**config.mk**
```make
export PLATFORM = sky130hd
export DESIGN_NAME = cmp_arbiter
export DESIGN_NICKNAME = d
export VERILOG_FILES = /design/src/rtl/cmp_arbiter.sv
export SDC_FILE = /design/constraint.sdc
export NUM_CORES = 1
export LEC_CHECK = 0
export BUFFER_PORTS_ARGS = -buffer_cell sky130_fd_sc_hd__buf_2
export CORE_MARGIN = 10
export CORE_UTILIZATION = 45
export DETAILED_ROUTE_END_ITERATION = 7
export PLACE_DENSITY = 0.76
export SYNTH_ARGS = -nofsm -noshare
export SYNTH_HDL_FRONTEND = slang
export SYNTH_SLANG_ARGS = --single-unit
```
**constraint.sdc**
```tcl
create_clock -name clk -period 2 [get_ports clk]
set_clock_uncertainty 0.15 [all_clocks]
set_input_delay 0.6 -clock clk [delete_from_list [all_inputs] [get_ports clk]]
set_output_delay 0.6 -clock clk [all_outputs]
set_load 0.01 [all_outputs]
```
**src/rtl/cmp_arbiter.sv**
```systemverilog
// cmp_arbiter: two request ports share a single 32-bit less-than comparator.
// Each operation is one IDLE/EXEC/RESP pass, so a request is issued at most
// every three cycles.
//
//   state | meaning
//   ------+----------------------------------------------------------------
//   IDLE  | waiting for a request; the granted port sees req_ready
//   EXEC  | comparator works on the captured operands; result registered
//   RESP  | result presented to the owner port until it accepts

module cmp_arbiter_cmp32 (
   input  logic [31:0] a_i,
   input  logic [31:0] b_i,
   input  logic        is_signed_i,
   output logic        lt_o
);
   // Two's-complement or magnitude compare on the full 32 bits, no extension
   always_comb begin
      lt_o = is_signed_i ? ($signed(a_i) < $signed(b_i)) : (a_i < b_i);
   end
endmodule

module cmp_arbiter #(
   parameter int   FAIR    = 1,
   parameter logic RR_INIT = 1'b0
) (
   input  logic             clk,
   input  logic             rst_n,
   input  logic [1:0]       req_valid,
   output logic [1:0]       req_ready,
   input  logic [1:0][31:0] req_a,
   input  logic [1:0][31:0] req_b,
   input  logic [1:0]       req_signed,
   output logic [1:0]       rsp_valid,
   output logic             rsp_lt,
   input  logic [1:0]       rsp_ready,
   output logic             busy
);

   typedef enum logic [1:0] {
      ST_IDLE = 2'd0,
      ST_EXEC = 2'd1,
      ST_RESP = 2'd2
   } state_t;

   state_t      state_q, state_d;
   logic        owner_q;
   logic        prio_q;
   logic [31:0] a_q, b_q;
   logic        signed_q;
   logic        lt_q;
   logic        gnt;
   logic        accept;
   logic        rsp_done;
   logic        cmp_lt;

   cmp_arbiter_cmp32 u_cmp (
      .a_i         (a_q),
      .b_i         (b_q),
      .is_signed_i (signed_q),
      .lt_o        (cmp_lt)
   );

   // Pick the port to serve; only meaningful when some req_valid bit is set
   always_comb begin
      gnt = 1'b0;
      unique case (req_valid)
         2'b01:   gnt = 1'b0;
         2'b10:   gnt = 1'b1;
         2'b11:   gnt = (FAIR != 0) ? prio_q : 1'b0;
         default: gnt = 1'b0;
      endcase
   end

   // The granted port always has its valid set, so any valid in IDLE is a transfer
   assign accept   = (state_q == ST_IDLE) && (|req_valid) && rst_n;
   assign rsp_done = (state_q == ST_RESP) && rsp_ready[owner_q];

   // State register
   always_ff @(posedge clk or negedge rst_n) begin
      if (!rst_n) begin
         state_q <= ST_IDLE;
      end else begin
         state_q <= state_d;
      end
   end

   // Next-state logic; RESP always falls back to IDLE so there is no bypass
   always_comb begin
      state_d = state_q;
      unique case (state_q)
         ST_IDLE: if (accept)   state_d = ST_EXEC;
         ST_EXEC:               state_d = ST_RESP;
         ST_RESP: if (rsp_done) state_d = ST_IDLE;
         default:               state_d = ST_IDLE;
      endcase
   end

   // Outputs; req_ready is gated by rst_n so it drops the moment reset asserts
   always_comb begin
      req_ready = 2'b00;
      rsp_valid = 2'b00;
      busy      = (state_q != ST_IDLE);
      rsp_lt    = lt_q;
      if (accept) begin
         req_ready[gnt] = 1'b1;
      end
      if (state_q == ST_RESP) begin
         rsp_valid[owner_q] = 1'b1;
      end
   end

   // Operand capture, result register and round-robin pointer
   always_ff @(posedge clk or negedge rst_n) begin
      if (!rst_n) begin
         owner_q  <= 1'b0;
         prio_q   <= RR_INIT;
         a_q      <= 32'd0;
         b_q      <= 32'd0;
         signed_q <= 1'b0;
         lt_q     <= 1'b0;
      end else begin
         if (accept) begin
            owner_q  <= gnt;
            a_q      <= req_a[gnt];
            b_q      <= req_b[gnt];
            signed_q <= req_signed[gnt];
         end
         if (state_q == ST_EXEC) begin
            lt_q <= cmp_lt;
         end
         if (rsp_done && (FAIR != 0)) begin
            prio_q <= ~owner_q;
         end
      end
   end

endmodule

```
-- Word level (Yosys, flattened, before mapping)
Index checks and enable logic that the tools add are counted.
- flip-flop bits (word level): 70
- order comparisons: 6
- eq/ne operators: 6
- muxes and demuxes: 19
- bitwise operators: 1
- reductions and logical operators: 9
- operator list (cell ; number):
    2-to-1 mux 32 bit ; 4
    less-than comparator 32 bit ; 2
    2-to-1 mux 2 bit ; 4
    2-to-1 mux 1 bit ; 7
    == test 2 bit (second input constant) ; 3
    one-hot mux 2 bit (3 select lines) ; 1
    logical AND 1 bit ; 5
    less-than comparator 1 x 2 -> 1 bit (second input constant) ; 2
    != test 2 bit (second input constant) ; 2
    demux 1 bit (select 1 bit) ; 2
    == test 2 x 1 -> 1 bit (second input constant) ; 1
    greater-or-equal comparator 1 bit (second input constant) ; 2
    logical NOT 2 bit ; 1
    one-hot mux 1 bit (2 select lines) ; 1
    AND reduction 2 bit ; 1
    nonzero test 2 bit ; 1
    OR reduction 2 bit ; 1
    NOT 1 bit ; 1

-- Depth between registers and ports, before layout
Gate-level depths: netlist (run 1).
- word-level depth: 7
- depth in mapped cells: 8
- depth with buffers taken out: 8

-- Cells and area by module
Synthesis (run 1) repeated with hierarchy kept, for this count alone.
- cell total of the unflattened synthesis: 435
- area, all modules: 4301.6 um2
- by module, submodules not included (module ; instances ; cells an instance ; area each (um2) ; seq. area each (um2)):
    cmp_arbiter ; 1 ; 325 ; 3520.9 ; 1751.7
    cmp_arbiter_cmp32 ; 1 ; 110 ; 780.7 ; 0.0

-- Worst setup path after synthesis (run 1)
No wires, ideal clock.
- path kind: input -> output
- from: input port req_valid[0]
- to: output port req_ready[0]
- arrival: 1404 ps
- path slack: -154 ps
- stages on the path: 5
- cell sequence: inv_1 o21ai_2 buf_4 buf_4 and3_1
- word-level cells in the longest chain between the ends: 7
- RTL lines (what ; RTL line ; text):
    start: declaration ; 29 ; input logic [1:0] req_valid,
    == test 2 bit ; 67 ; unique case (req_valid)
    one-hot mux 1 bit (2 select lines) ; 67 ;
    less-than comparator 1 x 2 -> 1 bit (not written as such) / greater-or-equal comparator 1 bit (equally long branches) ; 106 ; req_ready[gnt] = 1'b1;
    logical AND 1 bit (not written as such) ; 106 ;
    2-to-1 mux 1 bit (not written as such) ; 106 ;
    demux 1 bit (select 1 bit) ; 106 ;
    2-to-1 mux 2 bit (*) ; 105 ; if (accept) begin
    end: declaration ; 30 ; output logic [1:0] req_ready,
Every way passes the cells marked *; elsewhere a longest branch is shown, timed or not.

-- Worst setup path after layout (run 1)
- from: register state_q[1]
- to: output port req_ready[0]
- word-level cells in the longest chain between the ends: 4
- RTL lines (what ; RTL line ; text):
    start: declaration ; 46 ; state_t state_q, state_d;
    start signal: assignment ; 84 ; state_q <= state_d;
    logical NOT 2 bit ; 76 ; assign accept = (state_q == ST_IDLE) && (|req_valid) && rst_n;
    logical AND 1 bit (2 in series) ; 76 ;
    2-to-1 mux 2 bit ; 105 ;
Every way passes these cells.

==> metrics.txt, run 1 <==
# TYPE chip_impl_metric gauge
chip_impl_info{name="status",value="finished with violations"} 1
chip_impl_info{name="failing_checks",value="negative setup slack"} 1
chip_impl_metric{name="cts.sink_count",unit=""} 70
chip_impl_metric{name="critPathBufInv",unit=""} 1
chip_impl_info{name="worst_path_dominant_cell_family",value="simple AND/OR/NAND/NOR gates"} 1
chip_impl_metric{name="wire_length_of_the_first_global_routing_pass",unit="µm"} 17400
chip_impl_metric{name="detail-route-antenna-nets",unit=""} 0
chip_impl_metric{name="num_antenna_cells",unit=""} 0
chip_impl_metric{name="fin_ws",unit="ns"} -0.154
chip_impl_metric{name="fin_area",unit="mm²"} 0.00540
chip_impl_metric{name="cts-buffers-inserted",unit=""} 9
chip_impl_metric{name="synth_seq_area_share",unit="%"} 43.1
chip_impl_metric{name="place_area",unit="mm²"} 0.00492
chip_impl_metric{name="place.gp.congestion",unit=""} 0.791
chip_impl_metric{name="final_net_count",unit=""} 739
chip_impl_metric{name="grt_antenna_before_repair",unit=""} 0
chip_impl_info{name="cp_slowest_cell",value="sky130_fd_sc_hd__dfrtp_1"} 1
chip_impl_info{name="timing.hold.worst.class",value="flip-flop to flip-flop"} 1
chip_impl_metric{name="drt_drc_violations_left",unit=""} 0
chip_impl_metric{name="gr-usage-all-layers",unit="%"} 15.9
chip_impl_metric{name="viasPerCell",unit=""} 5.13
chip_impl_metric{name="layout-drive-gt1-share",unit="%"} 34.8
chip_impl_info{name="setup.worst_path.class",value="flip-flop to output port"} 1
chip_impl_metric{name="syn2layout_area_growth",unit="%"} 32.9
chip_impl_info{name="cts_tree",value="yes"} 1
chip_impl_metric{name="synth.lib_cells_used.distinct",unit=""} 33
chip_impl_metric{name="syn-mean-instance-area",unit="µm²"} 9.63
chip_impl_metric{name="start_util",unit="%"} 46.4
chip_impl_metric{name="cts_hold_buffers",unit=""} 0
chip_impl_metric{name="preCtsSetupSlack",unit="ns"} -0.0895
chip_impl_metric{name="clock_slew_at_reported_path_ffs",unit="ns"} 0.07
chip_impl_metric{name="syn_nets",unit=""} 589
chip_impl_metric{name="leakage",unit="nW"} 2.85
chip_impl_metric{name="yosys_warnings",unit=""} 0
chip_impl_metric{name="power.density_cell_area",unit="mW/mm²"} 1330
chip_impl_metric{name="timing.fmax",unit="GHz"} 0.464
chip_impl_metric{name="worst_slew_margin_rel",unit="%"} 41.1
chip_impl_metric{name="coreArea",unit="mm²"} 0.00876
chip_impl_metric{name="synth.ff_latch_count",unit=""} 70
chip_impl_metric{name="max-vdd-ir-drop",unit="V"} 0.000527
chip_impl_metric{name="worst_skew_pair.late_latency",unit="ns"} 0.34
chip_impl_metric{name="overflow_left_after_global_routing",unit=""} 0
chip_impl_metric{name="first_pass_iters",unit=""} 7
chip_impl_metric{name="iter_0_drt_violations",unit=""} 142
chip_impl_metric{name="synth_area",unit="mm²"} 0.00407
chip_impl_info{name="rsz0062_at_grt",value="yes"} 1
chip_impl_metric{name="vias",unit=""} 3512
chip_impl_metric{name="r2r_slack",unit="ns"} 0.06
chip_impl_metric{name="maximum_number_of_pins_on_one_net_before_global_route_repair",unit=""} 75
chip_impl_metric{name="first_global_vias",unit=""} 3898
chip_impl_metric{name="fin_crit",unit="ns"} 2.15
chip_impl_metric{name="port-buffer-count",unit=""} 141
chip_impl_metric{name="dieHeight",unit="µm"} 115
chip_impl_metric{name="worst_pin_slew",unit="ns"} 0.884
chip_impl_info{name="worstSetupStartpointType",value="flip-flop"} 1
chip_impl_info{name="timing.critical_path.cells",value="or2_4 > nor2_4 > and3_4 > buf_6"} 1
chip_impl_metric{name="synth_top_area_share",unit="%"} 43.1
chip_impl_metric{name="critical_path_peak_fanout",unit=""} 2
chip_impl_metric{name="syn-instance-count",unit=""} 422
chip_impl_info{name="synth.top_cells.by_area",value="sky130_fd_sc_hd__dfrtp_1, sky130_fd_sc_hd__mux2i_1, sky130_fd_sc_hd__ha_1"} 1
chip_impl_info{name="cts_root_buf",value="sky130_fd_sc_hd__clkbuf_8"} 1
chip_impl_metric{name="die_x",unit="µm"} 115
chip_impl_metric{name="fill_cells",unit=""} 720
chip_impl_metric{name="clock_tree.htree_level_count",unit=""} 3
chip_impl_metric{name="ioPinCount",unit=""} 142
chip_impl_metric{name="std_cell_rows",unit=""} 34
chip_impl_metric{name="finalCritPeriodShare",unit="%"} 108
chip_impl_metric{name="worst_hold_slack",unit="ns"} 0.336
chip_impl_metric{name="final-setup-viol-count",unit=""} 4
chip_impl_info{name="synth_top_cell_by_area",value="sky130_fd_sc_hd__dfrtp_1"} 1
chip_impl_metric{name="hold_violations_final",unit=""} 0
chip_impl_metric{name="cts_max_path_buffers",unit=""} 2
chip_impl_metric{name="routed_wire_length_per_instance",unit="µm"} 15.8
chip_impl_metric{name="worstPathRequired",unit="ns"} 1.25
chip_impl_metric{name="routed_wirelength",unit="µm"} 10900
chip_impl_metric{name="final.setup.tns",unit="ns"} -0.431
chip_impl_info{name="end_kind",value="output port"} 1
chip_impl_metric{name="crit_path_max_incr_delay",unit="ns"} 0.38
chip_impl_metric{name="dp_hpwl",unit="µm"} 8180
chip_impl_metric{name="finalMaxSlewViolations",unit=""} 0
chip_impl_metric{name="die_area",unit="mm²"} 0.0132
chip_impl_metric{name="drv_cap",unit=""} 0
chip_impl_metric{name="cp.arrival",unit="ns"} 1.40
## cells by family (layout without fill, tap and decap cells)
family          Yosys count  count (layout)  share of synthesized area [%]
simple gates            100             100                           10.9
compound gates           99              99                           13.0
flops                    70              70                           43.1
fa+ha+maj                31              31                           9.54
mux                      66              66                           16.3
buf+inv                  56             211                           7.20
## repair_timing
action / 4_1_cts / 5_1_grt
resized for setup: 14 / 18
setup buffers: 2 / 3
pin swaps: 6 / 12
cloned: 0 / 0
setup endpoints to repair: 5 / 5
## state kept, by name, indices dropped and copies added, names as in the netlist
name,cells
owner_q,1
b_q,32
state_q,2
signed_q,1
prio_q,1
rsp_lt,1
a_q,32
## cell type report
cell class                      count  area [µm²]  share of cell area (%)
Clock buffer                        9         124                    2.29
Clock inverter                      7        98.8                    1.83
Inverter                           35         131                    2.43
Multi-Input combinational cell    296        2240                    41.4
Sequential cell                    70        1750                    32.4
Tap cell                          108         135                    2.50
Timing Repair Buffer              160         927                    17.2
## power by group
part / total [W] / internal (W) / switching, W
registers: 0.00252 / 0.00208 / 0.000440
clock network: 0.00128 / 0.000706 / 0.000576
logic: 0.00340 / 0.00164 / 0.00176
total: 0.00720 / 0.00443 / 0.00278
## synth_stat cells
| cell | number |
|---|---|
| sky130_fd_sc_hd__nand3_1 | 3 |
| sky130_fd_sc_hd__a21o_1 | 3 |
| sky130_fd_sc_hd__o211ai_1 | 1 |
| sky130_fd_sc_hd__nand4b_1 | 1 |
| sky130_fd_sc_hd__buf_6 | 9 |
| sky130_fd_sc_hd__nand2_2 | 1 |
| sky130_fd_sc_hd__o21ai_1 | 32 |
| sky130_fd_sc_hd__and2_1 | 1 |
| sky130_fd_sc_hd__nor4_1 | 1 |
| sky130_fd_sc_hd__buf_4 | 3 |
| sky130_fd_sc_hd__inv_1 | 35 |
| sky130_fd_sc_hd__or2_1 | 1 |
| sky130_fd_sc_hd__nand2_1 | 73 |
| sky130_fd_sc_hd__o21ai_2 | 1 |
| sky130_fd_sc_hd__nand4_1 | 4 |
| sky130_fd_sc_hd__a22oi_1 | 1 |
| sky130_fd_sc_hd__nor3_2 | 1 |
| sky130_fd_sc_hd__o21ai_0 | 41 |
| sky130_fd_sc_hd__a211o_1 | 2 |
| sky130_fd_sc_hd__dfrtp_1 | 70 |
| sky130_fd_sc_hd__nand2b_1 | 3 |
| sky130_fd_sc_hd__and3_1 | 1 |
| sky130_fd_sc_hd__a21oi_1 | 16 |
| sky130_fd_sc_hd__mux2_2 | 1 |
| sky130_fd_sc_hd__buf_2 | 3 |
| sky130_fd_sc_hd__nor2b_1 | 1 |
| sky130_fd_sc_hd__nor3b_1 | 1 |
| sky130_fd_sc_hd__clkbuf_1 | 6 |
| sky130_fd_sc_hd__nor2_1 | 6 |
| sky130_fd_sc_hd__a2111oi_0 | 2 |
| sky130_fd_sc_hd__mux2i_1 | 65 |
| sky130_fd_sc_hd__nand4_2 | 2 |
| sky130_fd_sc_hd__ha_1 | 31 |
## worst paths after layout
kind	to	cells after the start	from
max	req_ready[0]	4	state_q[1]$_DFFE_PN0P_
min in group asynchronous	b_q[21]$_DFFE_PN0P_	2	rst_n
min	a_q[11]$_DFFE_PN0P_	2	a_q[11]$_DFFE_PN0P_
max reg2reg	rsp_lt$_DFFE_PN0N_	7	a_q[17]$_DFFE_PN0P_
max in group asynchronous	a_q[7]$_DFFE_PN0P_	2	rst_n
min reg2reg	a_q[11]$_DFFE_PN0P_	2	a_q[11]$_DFFE_PN0P_
## layout by cell type (no fill, tap or decap), drive strengths merged, types with 2 or more instances in the layout
master   instances
nand3            3
a21oi           16
nand2           74
a211o            2
inv             35
a2111oi          2
dfrtp           70
nand4            6
mux2i           65
a21o             3
nor2             6
clkbuf           9
bufinv           2
buf            160
clkinv           4
o21ai           74
nand2b           3
ha              31
## through the flow
step	total power [W]	cells	utilization [%]
floorplan	0.00446	422	-
global placement	0.00511	664	56.2
detailed placement	0.00532	664	56.2
CTS	0.00680	682	59.8
global route	0.00787	685	61.7
finish	0.00720	685	61.7
## routing by layer
metal	GRT usage, %	vias up	part of all wire [%]
met3	5.57	16	5.9
met5	0	-	0
met2	27.6	107	53
met4	6.02	0	1.7
li1	-	1755	-
met1	17.3	1634	40
## worst register-to-register path: stages, from the launching register on
cell and delay, ns:
sky130_fd_sc_hd__dfrtp_1 0.40, sky130_fd_sc_hd__ha_1 0.32, sky130_fd_sc_hd__a21oi_1 0.13, sky130_fd_sc_hd__o21ai_1 0.11, sky130_fd_sc_hd__a211o_1 0.27, sky130_fd_sc_hd__a211o_1 0.23
sky130_fd_sc_hd__a22oi_1 0.15, sky130_fd_sc_hd__nand2_1 0.07
Note: power is estimated with default switching activity, not from simulation.
==> inputs of run 2 (changes only) <==
==> config.mk (replaced) <==
export PLATFORM = sky130hd
export DESIGN_NAME = cmp_arbiter
export DESIGN_NICKNAME = d
export VERILOG_FILES = /design/src/rtl/cmp_arbiter.sv
export SDC_FILE = /design/constraint.sdc
export NUM_CORES = 1
export LEC_CHECK = 0
export ABC_AREA = 1
export CORE_MARGIN = 10
export CORE_UTILIZATION = 45
export DETAILED_ROUTE_END_ITERATION = 7
export DONT_BUFFER_PORTS = 1
export SYNTH_ARGS = -nofsm -noshare
export SYNTH_HDL_FRONTEND = slang
export SYNTH_SLANG_ARGS = --single-unit
==> run 2 against run 1 <==
The flow finishes with violations (negative hold slack, negative setup slack). Routed wire length down 8.3%. Utilization down 10 points. Power down 15%. Setup slack better by 0.030 ns. Clock power down 13%. Non-clock buffer count down 141. Synthesized cell count up 15%. Clock-buffer cell count up 2. Area after synthesis down 6.0%. Final cell count down 12%. Critical path type unchanged. Highest routed layer unchanged.
==> metrics.txt, run 2 <==
# TYPE chip_impl_metric gauge
chip_impl_info{name="status",value="finished with violations"} 1
chip_impl_info{name="failing_checks",value="negative hold slack, negative setup slack"} 1
chip_impl_metric{name="die_x",unit="µm"} 112
chip_impl_info{name="final_cell_mix",value="sky130_fd_sc_hd__nand2_1, sky130_fd_sc_hd__dfrtp_1, sky130_fd_sc_hd__inv_1, sky130_fd_sc_hd__nand3_1, sky130_fd_sc_hd__o211ai_1"} 1
chip_impl_metric{name="wire_length_of_the_first_global_routing_pass",unit="µm"} 16400
chip_impl_metric{name="layout.cells.non_filler",unit=""} 605
chip_impl_metric{name="max-vdd-ir-drop",unit="V"} 0.000553
chip_impl_info{name="setup.worst_path.class",value="flip-flop to output port"} 1
chip_impl_metric{name="num_antenna_cells",unit=""} 0
chip_impl_metric{name="synth_area",unit="mm²"} 0.00382
chip_impl_metric{name="synth_simple_gate_area_share",unit="%"} 27.4
chip_impl_metric{name="hold_violations_final",unit=""} 70
chip_impl_metric{name="cts.sink_count",unit=""} 70
chip_impl_metric{name="critPathBufInv",unit=""} 2
chip_impl_metric{name="worst_pin_slew",unit="ns"} 0.403
chip_impl_metric{name="worst_hold_slack",unit="ns"} -0.201
chip_impl_metric{name="cp.arrival",unit="ns"} 1.37
chip_impl_metric{name="finalMaxSlewViolations",unit=""} 0
chip_impl_info{name="timing.critical_path.cells",value="nor2_2 > inv_2 > nor3_4 > inv_2 > a21oi_4"} 1
chip_impl_metric{name="placed_cells_incl_taps",unit=""} 583
chip_impl_metric{name="iter_0_drt_violations",unit=""} 200
chip_impl_metric{name="dp_hpwl",unit="µm"} 7730
chip_impl_metric{name="place.gp.congestion",unit=""} 0.834
chip_impl_metric{name="power.switching",unit="W"} 0.00234
chip_impl_metric{name="post_synth_xor_area_fraction",unit="%"} 0
chip_impl_metric{name="synth_seq_area_share",unit="%"} 45.9
chip_impl_info{name="worst_path_dominant_cell_family",value="flip-flops"} 1
chip_impl_metric{name="final_net_count",unit=""} 663
chip_impl_metric{name="ioPinCount",unit=""} 142
chip_impl_metric{name="dieHeight",unit="µm"} 112
chip_impl_metric{name="vias",unit=""} 3142
chip_impl_metric{name="gr-usage-all-layers",unit="%"} 15.7
chip_impl_metric{name="crit_path_max_incr_delay",unit="ns"} 0.38
chip_impl_metric{name="worst_slew_margin_rel",unit="%"} 73.2
chip_impl_metric{name="die_area",unit="mm²"} 0.0126
chip_impl_info{name="rsz0062_at_grt",value="yes"} 1
chip_impl_metric{name="synth-adder-area-share",unit="%"} 10.2
chip_impl_info{name="layout_top_registers",value="a_q (32), b_q (32), state_q (2)"} 1
chip_impl_info{name="timing.hold.worst.class",value="input port to asynchronous set/reset pin"} 1
chip_impl_metric{name="final-seq-area",unit="mm²"} 0.00175
chip_impl_metric{name="synth.lib_cells_used.distinct",unit=""} 18
chip_impl_info{name="final_common_cell",value="sky130_fd_sc_hd__nand2_1"} 1
chip_impl_info{name="critical_path.most_common_cell",value="sky130_fd_sc_hd__inv_2"} 1
chip_impl_metric{name="cell_internal_pwr",unit="W"} 0.00378
chip_impl_metric{name="coreArea",unit="mm²"} 0.00826
chip_impl_metric{name="fin_ws",unit="ns"} -0.123
chip_impl_metric{name="worst_skew_pair.late_latency",unit="ns"} 0.33
chip_impl_metric{name="maximum_number_of_pins_on_one_net_before_global_route_repair",unit=""} 72
chip_impl_metric{name="multi_input_comb_area",unit="mm²"} 0.00185
chip_impl_metric{name="routed_wire_length_per_instance",unit="µm"} 16.5
chip_impl_metric{name="final-setup-viol-count",unit=""} 2
chip_impl_metric{name="leakage",unit="nW"} 2.06
chip_impl_metric{name="drv_cap",unit=""} 0
chip_impl_metric{name="critical_path_peak_fanout",unit=""} 5
chip_impl_metric{name="share_seq_of_total_power",unit="%"} 38.7
chip_impl_metric{name="first_pass_iters",unit=""} 5
chip_impl_metric{name="routed_wirelength",unit="µm"} 9950
chip_impl_metric{name="syn-instance-count",unit=""} 486
chip_impl_metric{name="total_power",unit="W"} 0.00613
chip_impl_metric{name="syn-mean-instance-area",unit="µm²"} 7.86
chip_impl_metric{name="mux_cell_area_share_after_synthesis",unit="%"} 0
chip_impl_metric{name="part_of_the_power_in_the_clock_network",unit="%"} 18.1
chip_impl_metric{name="start_util",unit="%"} 46.3
chip_impl_info{name="synth_top_cell_by_area",value="sky130_fd_sc_hd__dfrtp_1"} 1
chip_impl_metric{name="clock_tree.htree_level_count",unit=""} 3
chip_impl_metric{name="fill_cells",unit=""} 802
chip_impl_metric{name="finalCritPeriodShare",unit="%"} 106
chip_impl_metric{name="first_global_vias",unit=""} 3371
chip_impl_metric{name="std_cell_rows",unit=""} 33
chip_impl_metric{name="overflow_left_after_global_routing",unit=""} 0
chip_impl_metric{name="layout-drive-gt1-share",unit="%"} 9.00
chip_impl_info{name="synthMostInstantiatedCell",value="sky130_fd_sc_hd__nand2_1"} 1
chip_impl_metric{name="clock_slew_at_reported_path_ffs",unit="ns"} 0.07
chip_impl_metric{name="syn_nets",unit=""} 653
chip_impl_metric{name="syn2layout_area_growth",unit="%"} 11.1
chip_impl_metric{name="power.density_cell_area",unit="mW/mm²"} 1440
chip_impl_info{name="cts_root_buf",value="sky130_fd_sc_hd__clkbuf_8"} 1
chip_impl_info{name="end_kind",value="output port"} 1
chip_impl_info{name="synth.top_cells.by_area",value="sky130_fd_sc_hd__dfrtp_1, sky130_fd_sc_hd__nand2_1, sky130_fd_sc_hd__ha_1"} 1
chip_impl_metric{name="cts_max_path_buffers",unit=""} 2
chip_impl_metric{name="viasPerCell",unit=""} 5.19
chip_impl_metric{name="drt_drc_violations_left",unit=""} 0
chip_impl_metric{name="synth.ff_latch_count",unit=""} 70
chip_impl_info{name="ys.flop_type",value="sky130_fd_sc_hd__dfrtp_1"} 1
chip_impl_metric{name="power.switching_fraction",unit="%"} 38.2
chip_impl_info{name="cts_tree",value="yes"} 1
chip_impl_metric{name="worstPathRequired",unit="ns"} 1.25
chip_impl_metric{name="yosys_warnings",unit=""} 0
chip_impl_metric{name="detail-route-antenna-nets",unit=""} 0
chip_impl_metric{name="grt_antenna_before_repair",unit=""} 0
chip_impl_info{name="synth_commonest_cells",value="sky130_fd_sc_hd__nand2_1, sky130_fd_sc_hd__dfrtp_1, sky130_fd_sc_hd__inv_1"} 1
chip_impl_metric{name="cts-buffers-inserted",unit=""} 9
chip_impl_metric{name="fin_crit",unit="ns"} 2.12
chip_impl_metric{name="synth_top_area_share",unit="%"} 45.9
chip_impl_metric{name="final.setup.tns",unit="ns"} -0.224
chip_impl_metric{name="port-buffer-count",unit=""} 0
chip_impl_info{name="largest_family_of_logic_cells_by_synthesized_area",value="simple AND/OR/NAND/NOR gates"} 1
chip_impl_metric{name="async_reset_ff_share",unit="%"} 100
chip_impl_metric{name="timing.fmax",unit="GHz"} 0.471
chip_impl_info{name="cp_slowest_cell",value="sky130_fd_sc_hd__dfrtp_1"} 1
chip_impl_info{name="worstSetupStartpointType",value="flip-flop"} 1
chip_impl_metric{name="pwr-share-comb",unit="%"} 43.1
chip_impl_metric{name="synth-edff-count",unit=""} 0
chip_impl_metric{name="fraction_of_the_mapped_netlist_area_in_compound_gates",unit="%"} 9.47
-- run 2: cell types whose count changed in the layout (fill, tap and decap cells not counted), sizes merged, moves of 5 or more --
cell	delta
buf	-141
nand2	+129
o21ai	-68
mux2i	-65
nand3	+34
o211ai	+32
inv	+14
nor2	+11
nand4	-5
-- run 2: worst register-to-register path: cells and delay by family (launching register included) --
family	cells	cell delay (ns)
adders and majority gates	1	0.25
buffers and inverters	1	0.09
and+or+nand+nor	9	0.70
AOI/OAI and AO/OA	1	0.15
DFF	1	0.37
-- run 2: worst paths after layout --
path                                        start             endpoint  slack [ns]  cells after the start
setup reg to reg               b_q[5]$_DFFE_PN0P_   rsp_lt$_DFFE_PN0N_        0.21                     12
hold reg to reg                prio_q$_DFFE_PN0P_   prio_q$_DFFE_PN0P_        0.35                      2
max in group asynchronous                   rst_n  b_q[12]$_DFFE_PN0P_        1.79                      0
min in group clk                        req_a[27]  a_q[27]$_DFFE_PN0P_        0.23                      2
hold / removal                              rst_n  b_q[28]$_DFFE_PN0P_       -0.20                      0
setup / recovery           state_q[1]$_DFFE_PN0P_         req_ready[0]       -0.12                      5
-- run 2: metrics by stage --
step | setup slack (ns) | instance area, µm² | util (%)
3_3_place_gp | 0.126 | 3970 | 48.1
6_report | -0.123 | 4240 | 51.4
5_1_grt | -0.227 | 4240 | 51.4
3_5_place_dp | 0.0960 | 3970 | 48.1
4_1_cts | -0.150 | 4200 | 50.9
2_1_floorplan | -0.184 | 3860 | -
-- run 2: routing by layer --
| layer | part of all wire (%) | wire length, µm | up-vias | track usage [%] |
|---|---|---|---|---|
| met4 | 1.1 | 113 | 0 | 5.75 |
| met5 | 0 | 0 | - | 0 |
| li1 | - | - | 1590 | - |
| met1 | 43 | 4310 | 1433 | 19.8 |
| met2 | 48 | 4730 | 111 | 24.9 |
| met3 | 8.0 | 794 | 8 | 4.63 |
-- run 2: what timing repair did --
action	4_1_cts	5_1_grt
hold endpoints to repair	70	70
pin swaps	2	1
resized for setup	2	7
setup endpoints to repair	2	6
buffers inserted	5	2
-- run 2: logic make-up after synthesis --
family	count (synthesis)
fa+ha+maj	31
flops	70
buf+inv	69
compound gates	55
simple gates	261
-- run 2: area by class of cell --
| type | count | share of cell area (%) |
|---|---|---|
| clock inverter | 4 | 1.12 |
| multi-input combinational | 347 | 43.5 |
| clock buffer | 11 | 3.33 |
| sequential | 70 | 41.3 |
| inverter | 49 | 4.33 |
| timing repair buffer | 19 | 3.36 |
| tap | 105 | 3.10 |
-- run 2: power groups by stage --
stage,Combinational [W],Sequential [W],Clock [W]
2_1_floorplan,0.00202,0.00231,0
3_3_place_gp,0.00248,0.00239,0
3_5_place_dp,0.00258,0.00240,0
4_1_cts,0.00265,0.00237,0.00115
5_1_grt,0.00313,0.00245,0.00122
6_report,0.00264,0.00237,0.00111
